==> config.mk <==
export PLATFORM = sky130hd
export DESIGN_NAME = id_imm_ctrl_flat
export DESIGN_NICKNAME = d
export VERILOG_FILES = /design/src/rtl/id_imm_ctrl_pkg.sv /design/src/rtl/id_imm_ctrl_if.sv /design/src/rtl/id_imm_ctrl_sext1.sv /design/src/rtl/id_imm_ctrl.sv /design/src/flat_wrapper.sv
export SDC_FILE = /design/constraint.sdc
export NUM_CORES = 1
export LEC_CHECK = 0
export BUFFER_PORTS_ARGS = -buffer_cell sky130_fd_sc_hd__buf_2
export CORE_MARGIN = 2
export CORE_UTILIZATION = 30
export CTS_CLUSTER_DIAMETER = 150
export DETAILED_ROUTE_END_ITERATION = 12
export GPL_ROUTABILITY_DRIVEN = 0
export PLACE_DENSITY = 0.55
export SLEW_MARGIN = 20
export SYNTH_ARGS = -nofsm -noshare
export SYNTH_HDL_FRONTEND = slang
export SYNTH_HIERARCHICAL = 1
export SYNTH_SLANG_ARGS = --single-unit
==> constraint.sdc <==
create_clock -name cpu_clk -period 5.53 [get_ports cpu_clk]
set_clock_uncertainty 0.1 [all_clocks]
set_input_delay 1.106 -clock cpu_clk [delete_from_list [all_inputs] [get_ports cpu_clk]]
set_output_delay 1.106 -clock cpu_clk [all_outputs]
set_load 0.03 [all_outputs]
==> src/rtl/id_imm_ctrl_pkg.sv <==
// id_imm_ctrl_pkg: extension op codes, LA32R opcode constants, entry layout and decode table
package id_imm_ctrl_pkg;

    typedef enum logic [2:0] {
        EXT_OP_NONE  = 3'd0,
        EXT_OP_IMM12 = 3'd1,
        EXT_OP_IMM16 = 3'd2,
        EXT_OP_IMM28 = 3'd3
    } ext_op_e;

    typedef enum logic [1:0] {
        ST_EMPTY,
        ST_ONE,
        ST_TWO
    } occ_e;

    // 10-bit major opcodes, inst[31:22]
    localparam logic [9:0] OPC_SLTI   = 10'h008;
    localparam logic [9:0] OPC_SLTUI  = 10'h009;
    localparam logic [9:0] OPC_ADDI_W = 10'h00A;
    localparam logic [9:0] OPC_LD_B   = 10'h0A0;
    localparam logic [9:0] OPC_LD_H   = 10'h0A1;
    localparam logic [9:0] OPC_LD_W   = 10'h0A2;
    localparam logic [9:0] OPC_ST_B   = 10'h0A4;
    localparam logic [9:0] OPC_ST_H   = 10'h0A5;
    localparam logic [9:0] OPC_ST_W   = 10'h0A6;
    localparam logic [9:0] OPC_LD_BU  = 10'h0A8;
    localparam logic [9:0] OPC_LD_HU  = 10'h0A9;

    // 6-bit major opcodes, inst[31:26]
    localparam logic [5:0] OPC_JIRL = 6'h13;
    localparam logic [5:0] OPC_B    = 6'h14;
    localparam logic [5:0] OPC_BL   = 6'h15;
    localparam logic [5:0] OPC_BEQ  = 6'h16;
    localparam logic [5:0] OPC_BNE  = 6'h17;
    localparam logic [5:0] OPC_BLT  = 6'h18;
    localparam logic [5:0] OPC_BGE  = 6'h19;
    localparam logic [5:0] OPC_BLTU = 6'h1A;
    localparam logic [5:0] OPC_BGEU = 6'h1B;

    typedef struct packed {
        logic [31:0] inst;
        logic [31:0] pc;
        ext_op_e     op;
        logic [31:0] imm;
        logic        no_imm;
    } entry_t;

    function automatic ext_op_e decode_op(input logic [31:0] inst);
        return (inst[31:22] inside {OPC_SLTI, OPC_SLTUI, OPC_ADDI_W, OPC_LD_B, OPC_LD_H, OPC_LD_W,
                                    OPC_ST_B, OPC_ST_H, OPC_ST_W, OPC_LD_BU, OPC_LD_HU}) ? EXT_OP_IMM12 :
               (inst[31:26] inside {OPC_JIRL, OPC_BEQ, OPC_BNE, OPC_BLT, OPC_BGE,
                                    OPC_BLTU, OPC_BGEU})                            ? EXT_OP_IMM16 :
               (inst[31:26] inside {OPC_B, OPC_BL})                                 ? EXT_OP_IMM28 :
                                                                                      EXT_OP_NONE;
    endfunction

endpackage

==> src/rtl/id_imm_ctrl_if.sv <==
// id_imm_ctrl_if: IF->ID and ID->EX handshake bundle for the decode-stage immediate controller
interface id_imm_ctrl_if;
    import id_imm_ctrl_pkg::*;

    logic        if_valid;
    logic        if_ready;
    logic [31:0] if_inst;
    logic [31:0] if_pc;
    logic        id_valid;
    logic        id_ready;
    logic [31:0] id_inst;
    logic [31:0] id_pc;
    ext_op_e     id_sext1_op;
    logic [31:0] id_imm;
    logic        id_no_imm;

    modport master (
        output if_valid, if_inst, if_pc, id_ready,
        input  if_ready, id_valid, id_inst, id_pc, id_sext1_op, id_imm, id_no_imm
    );

    modport slave (
        input  if_valid, if_inst, if_pc, id_ready,
        output if_ready, id_valid, id_inst, id_pc, id_sext1_op, id_imm, id_no_imm
    );
endinterface

==> src/rtl/id_imm_ctrl_sext1.sv <==
// id_imm_ctrl_sext1: LA32R immediate extraction and sign extension for the decoded op
module id_imm_ctrl_sext1
    import id_imm_ctrl_pkg::*;
(
    input  ext_op_e     i_op,
    input  logic [25:0] i_field,
    output logic [31:0] o_imm
);

    // si12, offs16<<2 and {offs26}<<2 (offs26 = inst[9:0]:inst[25:10]) sign-extended
    always_comb begin
        o_imm = (i_op == EXT_OP_IMM12) ? {{20{i_field[21]}}, i_field[21:10]} :
                (i_op == EXT_OP_IMM16) ? {{14{i_field[25]}}, i_field[25:10], 2'b00} :
                (i_op == EXT_OP_IMM28) ? {{4{i_field[9]}}, i_field[9:0], i_field[25:10], 2'b00} :
                                         32'd0;
    end

endmodule

==> src/rtl/id_imm_ctrl.sv <==
// id_imm_ctrl: decode-stage immediate controller with 2-entry skid buffer and stall counter
module id_imm_ctrl
    import id_imm_ctrl_pkg::*;
#(
    parameter int CNT_W = 16
) (
    input  logic             cpu_clk,
    input  logic             cpu_rstn,
    input  logic             flush,
    id_imm_ctrl_if.slave     bus,
    output logic [CNT_W-1:0] stall_cnt
);

    occ_e             r_state;
    occ_e             w_state_n;
    entry_t           r_main;
    entry_t           r_skid;
    entry_t           w_in;
    logic             r_if_ready;
    logic [CNT_W-1:0] r_stall;
    ext_op_e          w_op;
    logic [31:0]      w_imm;
    logic             w_acc;
    logic             w_emit;
    logic             w_ld_in;
    logic             w_ld_skid;
    logic             w_ld_from_skid;

    assign w_op = decode_op(bus.if_inst);

    id_imm_ctrl_sext1 u_sext1 (
        .i_op   (w_op),
        .i_field(bus.if_inst[25:0]),
        .o_imm  (w_imm)
    );

    assign w_in   = {bus.if_inst, bus.if_pc, w_op, w_imm, (w_op == EXT_OP_NONE)};
    assign w_acc  = bus.if_valid & r_if_ready;
    assign w_emit = bus.id_valid & bus.id_ready;

    assign bus.if_ready    = r_if_ready;
    assign bus.id_valid    = (r_state != ST_EMPTY);
    assign bus.id_inst     = r_main.inst;
    assign bus.id_pc       = r_main.pc;
    assign bus.id_sext1_op = r_main.op;
    assign bus.id_imm      = r_main.imm;
    assign bus.id_no_imm   = r_main.no_imm;
    assign stall_cnt       = r_stall;

    // occupancy next state and entry load selects; flush overrides every transition
    always_comb begin
        w_state_n      = r_state;
        w_ld_in        = 1'b0;
        w_ld_skid      = 1'b0;
        w_ld_from_skid = 1'b0;
        case (r_state)
            ST_EMPTY: begin
                w_state_n = w_acc ? ST_ONE : ST_EMPTY;
                w_ld_in   = w_acc;
            end
            ST_ONE: begin
                w_state_n = (w_acc & !w_emit) ? ST_TWO :
                            (w_emit & !w_acc) ? ST_EMPTY : ST_ONE;
                w_ld_in   = w_acc & w_emit;
                w_ld_skid = w_acc & !w_emit;
            end
            ST_TWO: begin
                w_state_n      = w_emit ? ST_ONE : ST_TWO;
                w_ld_from_skid = w_emit;
            end
            default: w_state_n = ST_EMPTY;
        endcase
        if (flush) begin
            w_state_n      = ST_EMPTY;
            w_ld_in        = 1'b0;
            w_ld_skid      = 1'b0;
            w_ld_from_skid = 1'b0;
        end
    end

    // state register; if_ready is registered from the next state so it never depends on id_ready
    always_ff @(posedge cpu_clk) begin
        if (!cpu_rstn) begin
            r_state    <= ST_EMPTY;
            r_if_ready <= 1'b0;
        end else begin
            r_state    <= w_state_n;
            r_if_ready <= (w_state_n != ST_TWO);
        end
    end

    // main entry drives id_*, skid entry parks the second instruction while EX stalls
    always_ff @(posedge cpu_clk) begin
        if (!cpu_rstn) begin
            r_main <= '0;
            r_skid <= '0;
        end else begin
            if (w_ld_in)
                r_main <= w_in;
            else if (w_ld_from_skid)
                r_main <= r_skid;
            if (w_ld_skid)
                r_skid <= w_in;
        end
    end

    // saturating count of cycles EX back-pressures a valid instruction
    always_ff @(posedge cpu_clk) begin
        if (!cpu_rstn)
            r_stall <= '0;
        else if (bus.id_valid & !bus.id_ready & !flush & (r_stall != {CNT_W{1'b1}}))
            r_stall <= r_stall + 1'b1;
    end

endmodule

==> src/flat_wrapper.sv <==
// flat-port wrapper written by rule: the top's interface ports become plain ports
module id_imm_ctrl_flat import id_imm_ctrl_pkg::*;
#(
    parameter int CNT_W = 16
)
  (cpu_clk, cpu_rstn, flush, stall_cnt, bus_if_valid, bus_if_inst, bus_if_pc, bus_id_ready, bus_if_ready, bus_id_valid, bus_id_inst, bus_id_pc, bus_id_sext1_op, bus_id_imm, bus_id_no_imm);
  id_imm_ctrl_if bus_i ();
  input  logic cpu_clk;
  input  logic cpu_rstn;
  input  logic flush;
  output logic [CNT_W-1:0] stall_cnt;
  input wire logic [$bits(bus_i.if_valid)-1:0] bus_if_valid;
  input wire logic [$bits(bus_i.if_inst)-1:0] bus_if_inst;
  input wire logic [$bits(bus_i.if_pc)-1:0] bus_if_pc;
  input wire logic [$bits(bus_i.id_ready)-1:0] bus_id_ready;
  output wire logic [$bits(bus_i.if_ready)-1:0] bus_if_ready;
  output wire logic [$bits(bus_i.id_valid)-1:0] bus_id_valid;
  output wire logic [$bits(bus_i.id_inst)-1:0] bus_id_inst;
  output wire logic [$bits(bus_i.id_pc)-1:0] bus_id_pc;
  output wire logic [$bits(bus_i.id_sext1_op)-1:0] bus_id_sext1_op;
  output wire logic [$bits(bus_i.id_imm)-1:0] bus_id_imm;
  output wire logic [$bits(bus_i.id_no_imm)-1:0] bus_id_no_imm;
  assign bus_i.if_valid = bus_if_valid;
  assign bus_i.if_inst = bus_if_inst;
  assign bus_i.if_pc = bus_if_pc;
  assign bus_i.id_ready = bus_id_ready;
  assign bus_if_ready = bus_i.if_ready;
  assign bus_id_valid = bus_i.id_valid;
  assign bus_id_inst = bus_i.id_inst;
  assign bus_id_pc = bus_i.id_pc;
  assign bus_id_sext1_op = bus_i.id_sext1_op;
  assign bus_id_imm = bus_i.id_imm;
  assign bus_id_no_imm = bus_i.id_no_imm;
  id_imm_ctrl #(.CNT_W(CNT_W)) u_core (.cpu_clk(cpu_clk), .cpu_rstn(cpu_rstn), .flush(flush), .bus(bus_i), .stall_cnt(stall_cnt));
endmodule
=== Word level (Yosys, flattened, before mapping) ===
Index checks and enable logic that the tools add are counted.

* Flip-flop bits (word level): 219
* Input port bits: 69
* Output and inout bits: 118
* Word-level logic and storage cells: 80

* $add $sub $neg: 1
* Equal/unequal tests: 27
* Multiplexer cells: 20
* Bitwise gates (word level): 8
* Reductions and logical operators: 11

{| class="wikitable"
|+ Operators with widths
! cell !! number
|-
| 100-bit two-way mux || 2
|-
| 32-bit two-way mux || 3
|-
| 10-bit by 8-bit equality test with 1-bit output, second input constant || 8
|-
| 6-bit by 5-bit equality test with 1-bit output, second input constant || 9
|-
| 10-bit by 4-bit equality test with 1-bit output, second input constant || 3
|-
| 16-bit by 1-bit adder with 16-bit output, second input constant || 1
|-
| 16-bit != test, second input constant || 1
|-
| 11-bit nonzero test || 1
|-
| 1-bit bitwise AND || 8
|-
| 2-bit two-way mux || 4
|-
| 1-bit two-way mux || 7
|-
| 7-bit nonzero test || 1
|-
| 3-bit by 2-bit equality test with 1-bit output, second input constant || 2
|-
| 3-bit two-way mux || 2
|-
| 2-bit case mux with 3 select lines || 1
|-
| 2-bit nonzero test || 3
|-
| 1-bit zero test || 4
|-
| 3-bit by 1-bit equality test with 1-bit output, second input constant || 1
|-
| 3-bit zero test || 1
|-
| 2-bit by 1-bit equality test with 1-bit output, second input constant || 1
|-
| 2-bit equality test, second input constant || 1
|-
| 2-bit zero test || 1
|-
| 2-bit != test, second input constant || 1
|-
| 1-bit case mux with 2 select lines || 1
|}

=== Depth between registers and ports, before layout ===
Gate-level depths: netlist of the first run.

* Depth after elaboration: 10
* Depth in mapped cells: 11
* Depth with buffers taken out: 9

=== Cells and area by module ===
The synthesis of the first run kept the hierarchy.

{| class="wikitable"
|+ By module, submodules not included
! module !! instances !! cells each !! area an instance (um2) !! seq. area each (um2)
|-
| id_imm_ctrl || 1 || 1,009 || 8,719.6 || 4,344.2
|-
| id_imm_ctrl_sext1 || 1 || 80 || 518.0 || 0.0
|}

=== Least setup slack after synthesis of the first run ===
OpenSTA, ideal clock, no wires.

* Path type: input to register
* From: input bus_if_inst[27]
* To: register u_core.r_main, in the netlist u_core/bus.id_imm[28]
* Setup time: 0.086 ns
* Arrival time: 3.277 ns
* Data required time: 5.344 ns
* Slack: 2.068 ns
* Cell stages on the path: 8
* Cells stage by stage: a211oi_1 > a2111oi_0 > buf_6 > mux2i_1 > o21ai_0 > buf_4 > mux2i_1 > a211oi_1

{| class="wikitable"
|+ RTL lines
! item !! line !! source
|-
| start: declaration || flat_wrapper.sv:13 || <nowiki>input wire logic [$bits(bus_i.if_inst)-1:0] bus_if_inst;</nowiki>
|-
| end signal: assignment || id_imm_ctrl.sv:99 || <nowiki>r_main <= w_in;</nowiki>
|-
| end signal: assignment || id_imm_ctrl.sv:101 || <nowiki>r_main <= r_skid;</nowiki>
|-
| end: declaration || id_imm_ctrl.sv:16 || <nowiki>entry_t r_main;</nowiki>
|}

==> results of run 1 <==
[worst max-delay path, delay by kind of cell]
family	cells	cell delay, ns
compound gates	3	1.53
simple gates	3	0.80
buf+inv	2	0.39
mux	1	0.17
[flip-flops by register name, indices dropped and copies added (netlist names)]
signal / cells
u_core/bus.id_inst: 32
u_core/bus.id_sext1_op: 2
u_core/stall_cnt: 16
u_core/r_state: 2
u_core/r_skid: 99
u_core/bus.id_imm: 32
u_core/bus.id_no_imm: 1
u_core/bus.id_pc: 32
u_core/bus.if_ready: 1
[routing by layer]
| layer | global-route usage, % | wire, µm | vias to the layer above |
|---|---|---|---|
| li1 | - | - | 4049 |
| met4 | 4.29 | 633 | 0 |
| met5 | 0 | 0 | - |
| met1 | 19.4 | 11500 | 3675 |
| met2 | 25.5 | 11800 | 153 |
| met3 | 3.59 | 1410 | 37 |
[cells by family (layout without fill, tap and decap cells)]
| family | after synthesis | count (layout) | share of synthesized area [%] |
|---|---|---|---|
| flops | 217 | 217 | 47.0 |
| buf+inv | 99 | 249 | 4.84 |
| mux | 107 | 107 | 11.6 |
| xor+xnor | 7 | 7 | 0.664 |
| fa+ha+maj | 3 | 3 | 0.406 |
| simple gates | 403 | 403 | 18.7 |
| compound gates | 252 | 252 | 16.8 |
| other cells | 1 | 4 | 0.0406 |
[cells in the final DEF (no fill, tap or decap), types with 3 or more instances in the layout]
cell / n
nand2_1: 227
dfxtp_1: 217
buf_2: 185
a21oi_1: 121
nor2_1: 117
mux2i_1: 107
a211oi_1: 97
clkbuf_16: 27
o21ai_0: 17
nand3b_1: 12
buf_4: 12
xnor2_1: 7
clkbuf_1: 6
nand3_1: 5
nand2b_1: 5
clkinv_2: 4
inv_1: 4
nand4_1: 4
nor3_1: 4
a31oi_1: 4
bufinv_16: 3
clkbuf_8: 3
nor4bb_1: 3
nor4_1: 3
nor3b_1: 3
ha_1: 3
conb_1: 3
[per-stage QoR]
stage	utilization, %	hold WS [ns]
2_1_floorplan	-	0.332
3_3_place_gp	34.2	0.339
3_5_place_dp	34.2	0.343
4_1_cts	37.0	0.351
5_1_grt	37.1	0.365
6_report	37.1	0.351
[cell type report]
type                    instances  area [µm²]
inverters                       6        30.0
clock buffers                  36         739
clock inverters                 7         110
repair buffers                200        1080
diodes                          1        2.50
fillers                      3193       19100
well taps                     396         495
flip-flops and latches        217        4340
multi-input cells             775        4480
[power by group]
group / switching [µW] / internal (µW)
Sequential: 20.2 / 1600
Combinational: 244 / 117
Clock: 660 / 1060
[worst paths after layout]
check	start	end	slack, ns	cells past startpoint
max	bus_if_inst[25]	u_core/bus.id_imm[31]$_SDFFE_PN0P_	1.85	9
min	u_core/r_skid[34]$_SDFFE_PN0P_	u_core/r_skid[34]$_SDFFE_PN0P_	0.35	2
max reg2reg	u_core/r_state[0]$_SDFF_PN0_	u_core/bus.id_imm[3]$_SDFFE_PN0P_	2.77	9
min reg2reg	u_core/r_skid[34]$_SDFFE_PN0P_	u_core/r_skid[34]$_SDFFE_PN0P_	0.35	2
==> reports/qor.csv, run 1 <==
metric,value,unit
cts-resized-gates,0,
vias,7914,
portBuffers,185,
core_area,30400,µm²
grt_overflow,0,
fmax,0.272,GHz
ys_seq_area_share,47.0,%
place_ws,1.28,ns
synth_edf_count,0,
layout.cells.non_filler,1638,
synth_cell_types,48,
drt_wl_total,25300,µm
cts_tree,yes,
finalCriticalPeriod,3.68,ns
yosys.area.top_type,dfxtp_1,
area_delta_synth_final,22.2,%
yosysWarnings,6,
insertion_delay,0.53,ns
cts_buffers,26,
grt_pass1_wl,40700,µm
postCtsSetupBuffers,0,
ctsHoldBuffers,0,
postSynth.asyncResetShare,0,%
fin_crit_sh,66.6,%
die_w,179,µm
place_area,10400,µm²
layout-drive-gt1-share,20.1,%
synth_top_area_share,47.0,%
synth_area,9240,µm²
fin_total_pwr,3710,µW
tightestPinTransition,1.03,ns
slew_headroom,31.1,%
cts.sinks,217,
clock_path_buffers,3,
synth_common_cells,"227 x nand2_1, 217 x dfxtp_1, 121 x a21oi_1",
syn_inst,1089,
synthFlopType,dfxtp_1,
dr.pass1.iters,4,
cts-root-buf,clkbuf_16,
peakVddDrop,185,µV
setup_tns,0,ns
drc,0,
cpPeakStageDelay,0.74,ns
max-cap-violations,0,
yosysMostFrequentCell,nand2_1,
wl_per_cell,15.4,µm
initial_core_util,30.4,%
via_per_inst,4.83,
clk_pin_slew_worst_paths,0.06,ns
syn_avg_cell_area,8.48,µm²
power.density,328,nW/µm²
rsz0062_at_grt,no,
antenna_found_initial,1,
place_inst,1593,
ant_nets,0,
final_area,11300,µm²
grt_start_max_net_pins,146,
num_rows,64,
grt.total_usage,15.2,%
drt_iter0_drc,321,
setup.worst_path.end_class,flop,
cp_slowest_cell,o311ai_0,
arrival,4.02,ns
die_h,179,µm
htree_levels,1,
report.final.slew_viol_count,0,
synthTopCellsByArea,"dfxtp_1 47%, mux2i_1 12%, nand2_1 9.2%",
dp_hpwl,15700,µm
grt_pass1_vias,7522,
synth_seq_cells,217,
ios,187,
fp.dieArea,32200,µm²
cp_data_required_time,5.87,ns
p_leak,0.00461,µW
hold_class,flop to flop,
cp-start-kind,primary input,
path_cells,buf_2 -> and3b_1 -> o311ai_0 -> nand2_1 -> buf_4 -> nand4bb_1 -> o21ai_1 -> mux2i_1 -> a211oi_1,
finalHoldViolations,0,
status,finished clean,
setup_viol,0,
path_class,primary input to flop,
cp_max_fo,16,
fin_nets,1298,
setup_ws,1.85,ns
Power figures use the tool's default switching activity.
==> run 2, diff against run 1 <==
- clock period: 5.53 -> 3.81 ns (I/O delays scaled with it)
==> run 2 against run 1 <==
Compared with the run above: total power increased by 46%; die area unchanged; worst hold slack about the same; via count decreased by 0.19%; clock-buffer cell count decreased by 2; sequential power is 46% higher; global-route usage is 0.18 points lower; cell area up 0.47%; cell count is 0.12% higher; sequential cell count stayed put; clock power increased by 47%; register-to-register slack got worse by 1.3 ns.
==> reports/qor.csv, run 2 (synthesis gave the netlist of run 1 again) <==
metric,value,unit
num_antenna_cells,0,
grt_start_max_net_pins,131,
core_area,30400,µm²
wl_per_cell,15.3,µm
p_leak,0.00462,µW
cp_slowest_cell,o311ai_0,
antenna_found_initial,0,
die_h,179,µm
cts_tree,yes,
postCtsSetupBuffers,0,
drc,0,
arrival,3.26,ns
setup_viol,0,
n_fill_cell,3205,
regMostFlops,u_core/r_skid,
htree_levels,1,
peakVddDrop,289,µV
setup_tns,0,ns
clk_pin_slew_worst_paths,0.06,ns
hold_class,flop to flop,
place_ws,0.349,ns
final_cell_mix,"227 x nand2_1, 217 x dfxtp_1, 185 x buf_2, 121 x a21oi_1, 117 x nor2_1",
tightestPinTransition,0.782,ns
min_path_cells,2,
largest_reg_flops,99,
max-cap-violations,0,
hp-start,u_core/r_skid[6]$_SDFFE_PN0P_,
cts.sinks,217,
grt_pass1_wl,40100,µm
report.final.slew_viol_count,0,
multi_input_area,4480,µm²
grt.total_usage,15.0,%
initial_core_util,30.4,%
fp.dieArea,32200,µm²
ctsHoldBuffers,0,
cp-start-kind,primary input,
path_cells,buf_2 -> and3b_1 -> o311ai_0 -> nand2_1 -> nand4bb_1 -> o21ai_1 -> buf_4 -> mux2i_1 -> a211oi_1,
portBuffers,185,
grt_overflow,0,
cp_data_required_time,4.14,ns
fin_crit_sh,76.8,%
rr_endpoint,u_core/bus.id_imm[4]$_SDFFE_PN0P_,
finalCriticalPeriod,2.93,ns
finalHoldViolations,0,
cts-resized-gates,0,
insertion_delay,0.52,ns
timing.rr.start,u_core/r_state[0]$_SDFF_PN0_,
register_area,4340,µm²
fmax,0.342,GHz
status,finished clean,
grt_pass1_vias,7201,
cp_max_fo,10,
fin_hold_ws,0.351,ns
num_rows,64,
ios,187,
cpPeakStageDelay,0.70,ns
hold_end,u_core/r_skid[6]$_SDFFE_PN0P_,
drt_iter0_drc,385,
fin_total_pwr,5400,µW
ant_nets,0,
path_class,primary input to flop,
setup.worst_path.end_class,flop,
dr.pass1.iters,5,
layout-drive-gt1-share,20.3,%
vias,7899,
final_common_cell,nand2_1,
reg2reg_depth,9,
clock_path_buffers,3,
area_delta_synth_final,22.7,%
drt_wl_total,25000,µm
slew_headroom,47.2,%
rsz0062_at_grt,no,
cts-root-buf,clkbuf_16,
die_w,179,µm
fin_nets,1298,
via_per_inst,4.82,
power.density,477,nW/µm²
dp_hpwl,15600,µm
r2r_slack,1.43,ns
setup_ws,0.884,ns
cts_buffers,27,
==> run 2: cell types whose count changed in the layout (fill, tap and decap cells not counted), sizes merged <==
cell,change
clkinvlp,+4
clkbuf,-2
buf,-1
clkinv,+2
diode,-1
==> run 2: critical path: cells and delay by family <==
kind	cells	cell delay, ns
compound gates	3	1.18
buf+inv	2	0.35
mux	1	0.08
simple gates	3	0.88
==> run 2: cell type report <==
cell class | instances | area share, %
well taps | 396 | 4.37
flip-flops and latches | 217 | 38.3
repair buffers | 199 | 9.87
inverters | 6 | 0.243
clock inverters | 13 | 1.32
multi-input cells | 775 | 39.5
clock buffers | 34 | 6.37
==> run 2: worst max-delay path by stage <==
| stage | from | to | cells after the start |
|---|---|---|---|
| global route | bus_if_inst[25] | u_core/bus.id_imm[27]$_SDFFE_PN0P_ | 9 |
| CTS | bus_if_inst[25] | u_core/bus.id_imm[27]$_SDFFE_PN0P_ | 9 |
| floorplan | bus_if_inst[27] | u_core/bus.id_imm[28]$_SDFFE_PN0P_ | 8 |
| global placement | bus_if_inst[25] | u_core/bus.id_imm[28]$_SDFFE_PN0P_ | 9 |
| detailed placement | bus_if_inst[25] | u_core/bus.id_imm[27]$_SDFFE_PN0P_ | 9 |
| finish | bus_if_inst[25] | u_core/bus.id_imm[27]$_SDFFE_PN0P_ | 9 |
==> run 2: through the flow <==
step                std cells  instance area [µm²]  utilization, %
CTS                      1640                11300            37.3
detailed placement       1593                10500            34.4
global route             1640                11300            37.3
global placement         1593                10500            34.4
finish                   1640                11300            37.3
floorplan                1091                 9250               -
==> run 2: power breakdown <==
part           total [µW]  switching [µW]  internal [µW]
sequential           2360            29.6           2330
clock                2520             986           1540
combinational         524             353            171
total                5400            1370           4040
==> run 2: metal layers <==
metal  track usage, %  share of wire [%]  vias up
met5                0                  0        -
met4             3.90                1.7        0
met2             24.1                 45      157
met1             19.9                 46     3665
met3             4.03                6.9       30
li1                 -                  -     4047
